--- config.mk ---
export PLATFORM = sky130hd
export DESIGN_NAME = mem_axi_read_burst_ctrl_flat
export DESIGN_NICKNAME = d
export VERILOG_FILES = /design/src/rtl/mem_axi_read_burst_ctrl_if.sv /design/src/rtl/mem_axi_read_burst_ctrl.sv /design/src/flat_wrapper.sv
export SDC_FILE = /design/constraint.sdc
export NUM_CORES = 1
export LEC_CHECK = 0
export BUFFER_PORTS_ARGS = -buffer_cell sky130_fd_sc_hd__clkbuf_2
export CAP_MARGIN = 20
export CELL_PAD_IN_SITES_DETAIL_PLACEMENT = 1
export CELL_PAD_IN_SITES_GLOBAL_PLACEMENT = 1
export CORE_MARGIN = 2
export CORE_UTILIZATION = 43
export CTS_BUF_LIST = sky130_fd_sc_hd__clkbuf_16
export DETAILED_ROUTE_END_ITERATION = 6
export PLACE_DENSITY_LB_ADDON = 0.1
export SYNTH_ARGS = -nofsm -noshare
export SYNTH_HDL_FRONTEND = slang
export SYNTH_SLANG_ARGS = --single-unit
--- constraint.sdc ---
create_clock -name clk -period 5.2 [get_ports clk]
set_clock_uncertainty 0.05 [all_clocks]
set_input_delay 0.26 -clock clk [delete_from_list [all_inputs] [get_ports clk]]
set_output_delay 0.26 -clock clk [all_outputs]
set_load 0.05 [all_outputs]
--- src/rtl/mem_axi_read_burst_ctrl_if.sv ---
// AXI4 read-address channel plus the observed R handshake signals
// for the read burst scheduler.
interface mem_axi_read_burst_ctrl_if #(
    parameter int unsigned C_ADDR_WIDTH = 64
);
    logic                    arvalid;
    logic                    arready;
    logic [C_ADDR_WIDTH-1:0] araddr;
    logic [7:0]              arlen;
    logic                    rvalid;
    logic                    rready;
    logic                    rlast;

    modport master (
        output arvalid,
        output araddr,
        output arlen,
        input  arready,
        input  rvalid,
        input  rready,
        input  rlast
    );

    modport slave (
        input  arvalid,
        input  araddr,
        input  arlen,
        output arready,
        output rvalid,
        output rready,
        output rlast
    );
endinterface

--- src/rtl/mem_axi_read_burst_ctrl.sv ---
// AXI4 read-address scheduler: splits a byte-sized transfer into fixed-length INCR
// bursts and caps the number of bursts in flight (AR handshakes up, R last beats down).
module mem_axi_read_burst_ctrl #(
    parameter int unsigned C_ADDR_WIDTH      = 64,
    parameter int unsigned C_DATA_WIDTH      = 512,
    parameter int unsigned C_XFER_SIZE_WIDTH = 32,
    parameter int unsigned C_BURST_LEN       = 64,
    parameter int unsigned C_MAX_OUTSTANDING = 16
) (
    input  logic                         clk,
    input  logic                         rst,
    input  logic                         i_ctrl_start,
    input  logic [C_ADDR_WIDTH-1:0]      i_ctrl_addr_offset,
    input  logic [C_XFER_SIZE_WIDTH-1:0] i_ctrl_xfer_size_in_bytes,
    output logic                         o_ctrl_busy,
    output logic                         o_ctrl_done,
    mem_axi_read_burst_ctrl_if.master    m_axi
);
    localparam int unsigned BB      = C_DATA_WIDTH / 8;
    localparam int unsigned BB_LOG2 = $clog2(BB);
    localparam int unsigned XSW     = C_XFER_SIZE_WIDTH;
    localparam int unsigned CNT_W   = $clog2(C_MAX_OUTSTANDING + 1);
    localparam logic [C_ADDR_WIDTH-1:0] BURST_BYTES = C_ADDR_WIDTH'(C_BURST_LEN * BB);
    localparam logic [7:0]              FULL_LEN    = 8'(C_BURST_LEN - 1);
    localparam logic [XSW-1:0]          BL_X        = XSW'(C_BURST_LEN);
    localparam logic [CNT_W-1:0]        MAX_CNT     = CNT_W'(C_MAX_OUTSTANDING);

    typedef enum logic [1:0] {StIdle, StCalc, StIssue, StDrain} state_t;

    state_t                  r_state, w_state_nxt;
    logic [C_ADDR_WIDTH-1:0] r_addr, w_addr_nxt;
    logic [XSW-1:0]          r_size, w_size_nxt;
    logic [XSW-1:0]          r_bursts_left, w_bursts_left_nxt;
    logic [7:0]              r_last_len, w_last_len_nxt;
    logic [7:0]              r_arlen, w_arlen_nxt;
    logic                    r_arvalid, w_arvalid_nxt;
    logic                    r_done, w_done_nxt;
    logic [CNT_W-1:0]        r_outstanding, w_outstanding_nxt;

    logic                    w_ar_hs;
    logic                    w_rl_hs;
    logic                    w_cap_ok;
    logic [XSW-1:0]          w_beats;
    logic [XSW-1:0]          w_rem;
    logic [XSW-1:0]          w_bursts;
    logic [7:0]              w_calc_last_len;

    assign w_ar_hs = r_arvalid & m_axi.arready;
    assign w_rl_hs = m_axi.rvalid & m_axi.rready & m_axi.rlast;

    // Shift-and-round-up avoids the overflow of size+BB-1 at full width.
    assign w_beats = (r_size >> BB_LOG2) + XSW'(r_size[BB_LOG2-1:0] != '0);
    assign w_rem   = w_beats % BL_X;
    assign w_bursts = (w_beats / BL_X) + XSW'(w_rem != '0);
    assign w_calc_last_len = (w_rem == '0) ? FULL_LEN : 8'(w_rem - XSW'(1));

    always_comb begin
        w_outstanding_nxt = r_outstanding;
        if (w_ar_hs && !w_rl_hs) begin
            w_outstanding_nxt = r_outstanding + CNT_W'(1);
        end else if (!w_ar_hs && w_rl_hs && (r_outstanding != '0)) begin
            w_outstanding_nxt = r_outstanding - CNT_W'(1);
        end
    end

    // Gating on the next count keeps the cap intact for back-to-back bursts.
    assign w_cap_ok = (w_outstanding_nxt < MAX_CNT);

    always_comb begin
        w_state_nxt       = r_state;
        w_addr_nxt        = r_addr;
        w_size_nxt        = r_size;
        w_bursts_left_nxt = r_bursts_left;
        w_last_len_nxt    = r_last_len;
        w_arlen_nxt       = r_arlen;
        w_arvalid_nxt     = r_arvalid;
        w_done_nxt        = 1'b0;
        unique case (r_state)
            StIdle: begin
                // A start coinciding with the done pulse is dropped.
                if (i_ctrl_start && !r_done) begin
                    w_state_nxt = StCalc;
                    w_addr_nxt  = i_ctrl_addr_offset;
                    w_size_nxt  = i_ctrl_xfer_size_in_bytes;
                end
            end
            StCalc: begin
                w_bursts_left_nxt = w_bursts;
                w_last_len_nxt    = w_calc_last_len;
                if (w_bursts == '0) begin
                    w_state_nxt = StDrain;
                end else begin
                    w_state_nxt   = StIssue;
                    w_arvalid_nxt = w_cap_ok;
                    w_arlen_nxt   = (w_bursts == XSW'(1)) ? w_calc_last_len : FULL_LEN;
                end
            end
            StIssue: begin
                if (w_ar_hs) begin
                    w_addr_nxt        = r_addr + BURST_BYTES;
                    w_bursts_left_nxt = r_bursts_left - XSW'(1);
                    if (r_bursts_left == XSW'(1)) begin
                        w_arvalid_nxt = 1'b0;
                        w_state_nxt   = StDrain;
                    end else begin
                        w_arvalid_nxt = w_cap_ok;
                        w_arlen_nxt   = (r_bursts_left == XSW'(2)) ? r_last_len : FULL_LEN;
                    end
                end else if (!r_arvalid) begin
                    w_arvalid_nxt = w_cap_ok;
                end
            end
            StDrain: begin
                if (r_outstanding == '0) begin
                    w_done_nxt  = 1'b1;
                    w_state_nxt = StIdle;
                end
            end
            default: w_state_nxt = StIdle;
        endcase
    end

    always_ff @(posedge clk or posedge rst) begin
        if (rst) begin
            r_state       <= StIdle;
            r_addr        <= '0;
            r_size        <= '0;
            r_bursts_left <= '0;
            r_last_len    <= '0;
            r_arlen       <= '0;
            r_arvalid     <= 1'b0;
            r_done        <= 1'b0;
            r_outstanding <= '0;
        end else begin
            r_state       <= w_state_nxt;
            r_addr        <= w_addr_nxt;
            r_size        <= w_size_nxt;
            r_bursts_left <= w_bursts_left_nxt;
            r_last_len    <= w_last_len_nxt;
            r_arlen       <= w_arlen_nxt;
            r_arvalid     <= w_arvalid_nxt;
            r_done        <= w_done_nxt;
            r_outstanding <= w_outstanding_nxt;
        end
    end

    assign o_ctrl_busy   = (r_state != StIdle);
    assign o_ctrl_done   = r_done;
    assign m_axi.arvalid = r_arvalid;
    assign m_axi.araddr  = r_addr;
    assign m_axi.arlen   = r_arlen;
endmodule

--- src/flat_wrapper.sv ---
// flat-port wrapper written by rule: the top's interface ports become plain ports
module mem_axi_read_burst_ctrl_flat 
#(
    parameter int unsigned C_ADDR_WIDTH      = 64,
    parameter int unsigned C_DATA_WIDTH      = 512,
    parameter int unsigned C_XFER_SIZE_WIDTH = 32,
    parameter int unsigned C_BURST_LEN       = 64,
    parameter int unsigned C_MAX_OUTSTANDING = 16
)
  (clk, rst, i_ctrl_start, i_ctrl_addr_offset, i_ctrl_xfer_size_in_bytes, o_ctrl_busy, o_ctrl_done, m_axi_arvalid, m_axi_araddr, m_axi_arlen, m_axi_arready, m_axi_rvalid, m_axi_rready, m_axi_rlast);
  mem_axi_read_burst_ctrl_if #(.C_ADDR_WIDTH(C_ADDR_WIDTH)) m_axi_i ();
  input  logic clk;
  input  logic rst;
  input  logic i_ctrl_start;
  input  logic [C_ADDR_WIDTH-1:0] i_ctrl_addr_offset;
  input  logic [C_XFER_SIZE_WIDTH-1:0] i_ctrl_xfer_size_in_bytes;
  output logic o_ctrl_busy;
  output logic o_ctrl_done;
  output wire logic [$bits(m_axi_i.arvalid)-1:0] m_axi_arvalid;
  output wire logic [$bits(m_axi_i.araddr)-1:0] m_axi_araddr;
  output wire logic [$bits(m_axi_i.arlen)-1:0] m_axi_arlen;
  input wire logic [$bits(m_axi_i.arready)-1:0] m_axi_arready;
  input wire logic [$bits(m_axi_i.rvalid)-1:0] m_axi_rvalid;
  input wire logic [$bits(m_axi_i.rready)-1:0] m_axi_rready;
  input wire logic [$bits(m_axi_i.rlast)-1:0] m_axi_rlast;
  assign m_axi_arvalid = m_axi_i.arvalid;
  assign m_axi_araddr = m_axi_i.araddr;
  assign m_axi_arlen = m_axi_i.arlen;
  assign m_axi_i.arready = m_axi_arready;
  assign m_axi_i.rvalid = m_axi_rvalid;
  assign m_axi_i.rready = m_axi_rready;
  assign m_axi_i.rlast = m_axi_rlast;
  mem_axi_read_burst_ctrl #(.C_ADDR_WIDTH(C_ADDR_WIDTH), .C_DATA_WIDTH(C_DATA_WIDTH), .C_XFER_SIZE_WIDTH(C_XFER_SIZE_WIDTH), .C_BURST_LEN(C_BURST_LEN), .C_MAX_OUTSTANDING(C_MAX_OUTSTANDING)) u_core (.clk(clk), .rst(rst), .i_ctrl_start(i_ctrl_start), .i_ctrl_addr_offset(i_ctrl_addr_offset), .i_ctrl_xfer_size_in_bytes(i_ctrl_xfer_size_in_bytes), .o_ctrl_busy(o_ctrl_busy), .o_ctrl_done(o_ctrl_done), .m_axi(m_axi_i));
endmodule
### Yosys cells after proc, flatten, opt, wreduce, memory -nomap -nowiden

Cells that the tools add are included.

* add/subtract/negate cells: 7
* $lt $le $gt $ge: 1
* eq/ne operators: 12
* mux-type cells: 27
* bitwise operators: 3
* reduce and logical (&&, ||, !) cells: 23

Operator list (number)
* 64-bit 2-to-1 mux: 2
* 64-bit case mux with 2 select lines: 1
* 64-bit by 13-bit adder with 64-bit output, second input constant: 1
* 32-bit by 1-bit equality test with 1-bit output, second input constant: 2
* 32-bit logical NOT: 2
* 32-bit case mux with 2 select lines: 1
* 26-bit by 1-bit adder with 27-bit output: 2
* 8-bit 2-to-1 mux: 6
* 32-bit by 2-bit equality test with 1-bit output, second input constant: 1
* 32-bit 2-to-1 mux: 1
* 32-bit nonzero test: 1
* 32-bit by 1-bit subtractor with 32-bit output, second input constant: 1
* 8-bit case mux with 2 select lines: 1
* 5-bit 2-to-1 mux: 2
* 2-bit 2-to-1 mux: 4
* 2-bit by 1-bit != test with 1-bit output, second input constant: 4
* 2-bit case mux with 4 select lines: 1
* 4-bit AND reduction: 2
* 1-bit 2-to-1 mux: 7
* 6-bit by 1-bit subtractor with 7-bit output, second input constant: 1
* 2-bit AND reduction: 3
* 2-bit nonzero test: 3
* 6-bit nonzero test: 1
* 5-bit by 1-bit adder with 5-bit output, second input constant: 1
* other kinds (13): 22

* register bits after elaboration: 153
* bits of input ports: 103
* output and inout port bits: 75
* word-level logic and storage cells: 82

### Logic depth before layout (Yosys ltp)

* word-level depth: 10
* gate-level depth with buffers: 23
* mapped depth without buffers: 20

### Least setup slack after synthesis

Ideal clock, no wire load.

* kind: register to register
* start: register u_core.r_size[3]
* end: register u_core.r_arlen[0], in the netlist u_core.m_axi.arlen[0]
* setup time: 0.125 ns
* arrival: 4.358 ns
* required time: 5.025 ns
* slack: 0.667 ns
* stages on the path, launching flop included: 24
* buffers on the path: 3
* period minus slack after synthesis: 4.533 ns
* cells stage by stage: dfrtp_1 > nor4_1 > nand2_1 > ha_1 > ha_1 > and3_1 > buf_2 > buf_2 > nor3_1 > a31oi_1 > nor2_1 > inv_1 > ha_1 > ha_1 > and4_1 > o2bb2ai_1 > and2_1 > a41oi_2 > xnor2_1 > or3_1 > a21oi_2 > buf_6 > a41oi_1 > mux2_4

* longest elaborated chain between the ends: 8
* elaborated cells on any way between the ends: 14
* classes of those cells: add/sub: 3; eq/ne: 2; mux: 4; reduce/logical: 5

Ends and longest elaborated chain
* from (decl): RTL line mem_axi_read_burst_ctrl.sv:32 `logic [XSW-1:0] r_size, w_size_nxt;`
* from (signal assigned): RTL line mem_axi_read_burst_ctrl.sv:137 `r_size <= w_size_nxt;`
* 6-bit nonzero test (*): RTL line mem_axi_read_burst_ctrl.sv:52 `assign w_beats = (r_size >> BB_LOG2) + XSW'(r_size[BB_LOG2-1:0] != '0);`
* 26-bit by 1-bit adder with 27-bit output (*): RTL line mem_axi_read_burst_ctrl.sv:52
* 32-bit nonzero test: RTL line mem_axi_read_burst_ctrl.sv:54 `assign w_bursts = (w_beats / BL_X) + XSW'(w_rem != '0);`
* 26-bit by 1-bit adder with 27-bit output: RTL line mem_axi_read_burst_ctrl.sv:54
* 32-bit by 1-bit equality test with 1-bit output: RTL line mem_axi_read_burst_ctrl.sv:95 `w_arlen_nxt = (w_bursts == XSW'(1)) ? w_calc_last_len : FULL_LEN;`
* 8-bit 2-to-1 mux: RTL line mem_axi_read_burst_ctrl.sv:95
* 8-bit 2-to-1 mux: RTL line mem_axi_read_burst_ctrl.sv:90 `if (w_bursts == '0) begin`
* 8-bit case mux with 2 select lines: RTL line mem_axi_read_burst_ctrl.sv:78 `unique case (r_state)`
* to (signal assigned): RTL line mem_axi_read_burst_ctrl.sv:140 `r_arlen <= w_arlen_nxt;`
* to (decl): RTL line mem_axi_read_burst_ctrl.sv:35 `logic [7:0] r_arlen, w_arlen_nxt;`

Every way passes the cells marked *; elsewhere a longest branch is shown, timed or not. The select of a mux whose other input is x is not followed.
A chain may end at the register's enable or synchronous reset.

### Final worst setup path

* start: register u_core.r_size[3]
* end: register u_core.r_arlen[1], in the netlist u_core.m_axi.arlen[1]

The elaborated chain is that of the path after synthesis.

==> flow_metrics.tcl <==
set metrics [dict create \
    hold_class "in -> reg" \
    synth_area_mm2 0.00992 \
    clk_path_buf_depth 2 \
    io_pins 178 \
    n_antenna_cell 0 \
    drive_above_1_share_pct 23.8 \
    grt_usage_pct 25.2 \
    relSlewSlack_pct 32.8 \
    clk_pin_slew_ps 80 \
    firstDrtPassIters 5 \
    avgViaCountPerCell 5.73 \
    wl_mm 30.8 \
    dpl-instance-area_mm2 0.0109 \
    synth.distinct_cells 75 \
    cts_made_buffers 17 \
    mostFrequentLayoutCells "clkbuf_2 (177), dfrtp_1 (151), a21oi_1 (116)" \
    final_hold_viol_count 0 \
    start_util_pct 43.8 \
    grt_pass1_wl_mm 49.4 \
    path_max_fanout 13 \
    grt_pass1_vias 9290 \
    r2r_cells 20 \
    start_kind "flip-flop" \
    cts_sinks 151 \
    fmax_ghz 0.206 \
    die-area_mm2 0.0243 \
    avgSynthCellArea_um2 8.63 \
    dp.final_hpwl_mm 21.2 \
    hold_depth 2 \
    n_fill_cell 2689 \
    rows 55 \
    p_per_area_mw_per_mm2 678 \
    die_h_um 156 \
    die_w_um 156 \
    status "complete, no violations" \
    p_leak_nw 4.97 \
    worstSkewPairLatency_ps 440 \
    fin_crit_ps 4840 \
    ys_warn_count 0 \
    timing_worst_slew_pin_value_ps 1000 \
    fin_crit_sh_pct 93.1 \
    synth_nets 1268 \
    drtIter0Drc 531 \
    synth_edf_count 0 \
    synth-seq-cells 151 \
    final_common_cell "clkbuf_2" \
    fin_area_mm2 0.0120 \
    peakVddDrop_mv 0.349 \
    cts_root_buf "clkbuf_16" \
    synth_top_flop_cell "dfrtp_1" \
    core_mm2 0.0226 \
    worstSetupEndpointType "flip-flop" \
    critPathArrivalTime_ps 5110 \
    rsz0062_at_grt "no" \
    grt_overflow 0 \
    layout.nets 1447 \
    worst-endpoint-required_ps 5470 \
    fin_util_pct 53.1 \
    setup_viol 0 \
    async_flop_share_pct 100 \
    io_buffers 177 \
    ys_seq_area_share_pct 38.1 \
    routabilityCongestion 0.887 \
    critical_path_class "reg -> reg" \
    vias 9322 \
    drc 0 \
    timing.setup.tns_ps 0 \
    cts_tree "done" \
    ctsHtreeMaxLevel 4 \
    area_delta_synth_final_pct 21.2 \
    postSynthCellCount 1150 \
    drv_cap 0 \
    slew_violations 0 \
    antenna_found_initial 0 \
    grt_max_degree 111 \
    routedWlPerCell_um 18.9 \
    ant_nets 0 \
]
-- final timing paths --
kind / start / to / slack, ps
worst max-delay path: u_core.r_size[3]$_DFFE_PP0P_ / u_core.m_axi.arlen[1]$_DFFE_PP0P_ / 360
worst min-delay path: i_ctrl_xfer_size_in_bytes[20] / u_core.r_size[20]$_DFFE_PP0P_ / 9
worst max register to register: u_core.r_size[3]$_DFFE_PP0P_ / u_core.m_axi.arlen[1]$_DFFE_PP0P_ / 360
worst min register to register: u_core.r_outstanding[3]$_DFFE_PP0P_ / u_core.r_outstanding[3]$_DFFE_PP0P_ / 450
max in group asynchronous: rst / u_core.m_axi.araddr[14]$_DFFE_PP0P_ / 3470
min in group asynchronous: rst / u_core.m_axi.araddr[0]$_DFFE_PP0P_ / 290
-- cells by family after synthesis --
group	synth area share, %
buffers and inverters	4.54
muxes	7.62
AOI/OAI and AO/OA	18.3
adders and majority gates	1.89
xor gates and xnor gates	6.07
and+or+nand+nor	23.5
DFF	38.1
-- critical path, stage by stage, from the launching register on --
cell       delay, ps
dfrtp_1          380
nor4_1           300
nand2_1          100
ha_1             240
ha_2             250
and3_1           230
buf_4            190
nand3_1          110
xnor2_1          130
ha_1             210
ha_1             220
and4_1           240
o2bb2ai_2        160
nand2_1          140
a2bb2oi_1        150
or4_1            480
a211oi_2         230
and4_4           320
a31oi_4          110
buf_12           170
mux2_4           290
-- per-layer routing --
| layer | GRT usage (%) | share of wire, % | routed length, um | vias up |
|---|---|---|---|---|
| met2 | 40.0 | 47 | 14400 | 229 |
| li1 | - | - | - | 4530 |
| met5 | 0 | 0 | 0 | - |
| met4 | 7.69 | 1.8 | 558 | 0 |
| met1 | 35.4 | 47 | 14400 | 4523 |
| met3 | 4.42 | 4.7 | 1440 | 40 |
-- flip-flops by register name, summed over array words and instances, names as in the netlist --
name,count
u_core.r_size,32
u_core.r_outstanding,5
u_core.r_bursts_left,32
u_core.o_ctrl_done,1
u_core.r_state,2
u_core.m_axi.arlen,7
u_core.m_axi.arvalid,1
u_core.r_last_len,7
u_core.m_axi.araddr,64
-- cell type report --
| type | instances | area (um2) | share of cell area (%) |
|---|---|---|---|
| clock buffers | 17 | 425 | 3.54 |
| inverters | 27 | 106 | 0.884 |
| flip-flops and latches | 151 | 3780 | 31.4 |
| multi-input cells | 896 | 5740 | 47.7 |
| clock inverters | 15 | 151 | 1.26 |
| repair buffers | 236 | 1470 | 12.2 |
| well taps | 285 | 357 | 2.97 |
-- power by group --
group / leakage, nW / total [mW] / switching (mW) / internal [mW]
clock network: 0.283 / 1.24 / 0.603 / 0.642
registers: 1.76 / 2.45 / 0.750 / 1.70
logic: 2.93 / 4.45 / 2.93 / 1.52
-- through the flow --
step	setup slack [ps]	hold WS, ps	std cells	power (mW)
floorplan	667	361	1150	5.69
global placement	377	410	1548	6.68
detailed placement	168	423	1548	6.79
CTS	109	1.48	1618	8.09
global route	19.2	8.18	1627	8.74
finish	357	8.96	1627	8.15
-- Yosys cell counts, types with 5 or more instances --
| master | n | area, um2 |
|---|---|---|
| dfrtp_1 | 151 | 3780 |
| a21oi_1 | 117 | 586 |
| nand2_1 | 111 | 417 |
| nor2_1 | 99 | 372 |
| o21ai_0 | 71 | 355 |
| nand3_1 | 67 | 335 |
| clkbuf_1 | 50 | 188 |
| mux2_2 | 48 | 541 |
| xnor2_1 | 43 | 377 |
| o22ai_1 | 27 | 169 |
| inv_1 | 26 | 97.6 |
| nand4_1 | 26 | 163 |
| nor3_1 | 26 | 130 |
| xor2_1 | 22 | 193 |
| and3_1 | 18 | 113 |
| ha_1 | 15 | 188 |
| nor4_1 | 15 | 93.8 |
| and2_1 | 13 | 81.3 |
| nand2b_1 | 13 | 81.3 |
| and4_1 | 12 | 105 |
| mux2i_1 | 11 | 110 |
| nor2b_1 | 11 | 68.8 |
| buf_2 | 9 | 45.0 |
| a31oi_1 | 8 | 50.1 |
| or3_1 | 8 | 50.1 |
| a2bb2oi_1 | 7 | 61.3 |
| buf_1 | 7 | 26.3 |
| mux2_4 | 7 | 105 |
| a211oi_1 | 6 | 45.0 |
| a221oi_1 | 6 | 52.6 |
| a22oi_1 | 6 | 45.0 |
| buf_4 | 6 | 45.0 |
| nand4b_1 | 6 | 52.6 |
| o31ai_1 | 6 | 45.0 |
| or2_2 | 5 | 31.3 |
-- repair_timing --
action                                  CTS  global route
endpoints found under the hold margin    38            31
buffers inserted                          0             6
gates resized for setup                   0             4
hold buffers                             38             1
endpoints found under the setup margin    0             9
Power figures use the tool's default switching activity.
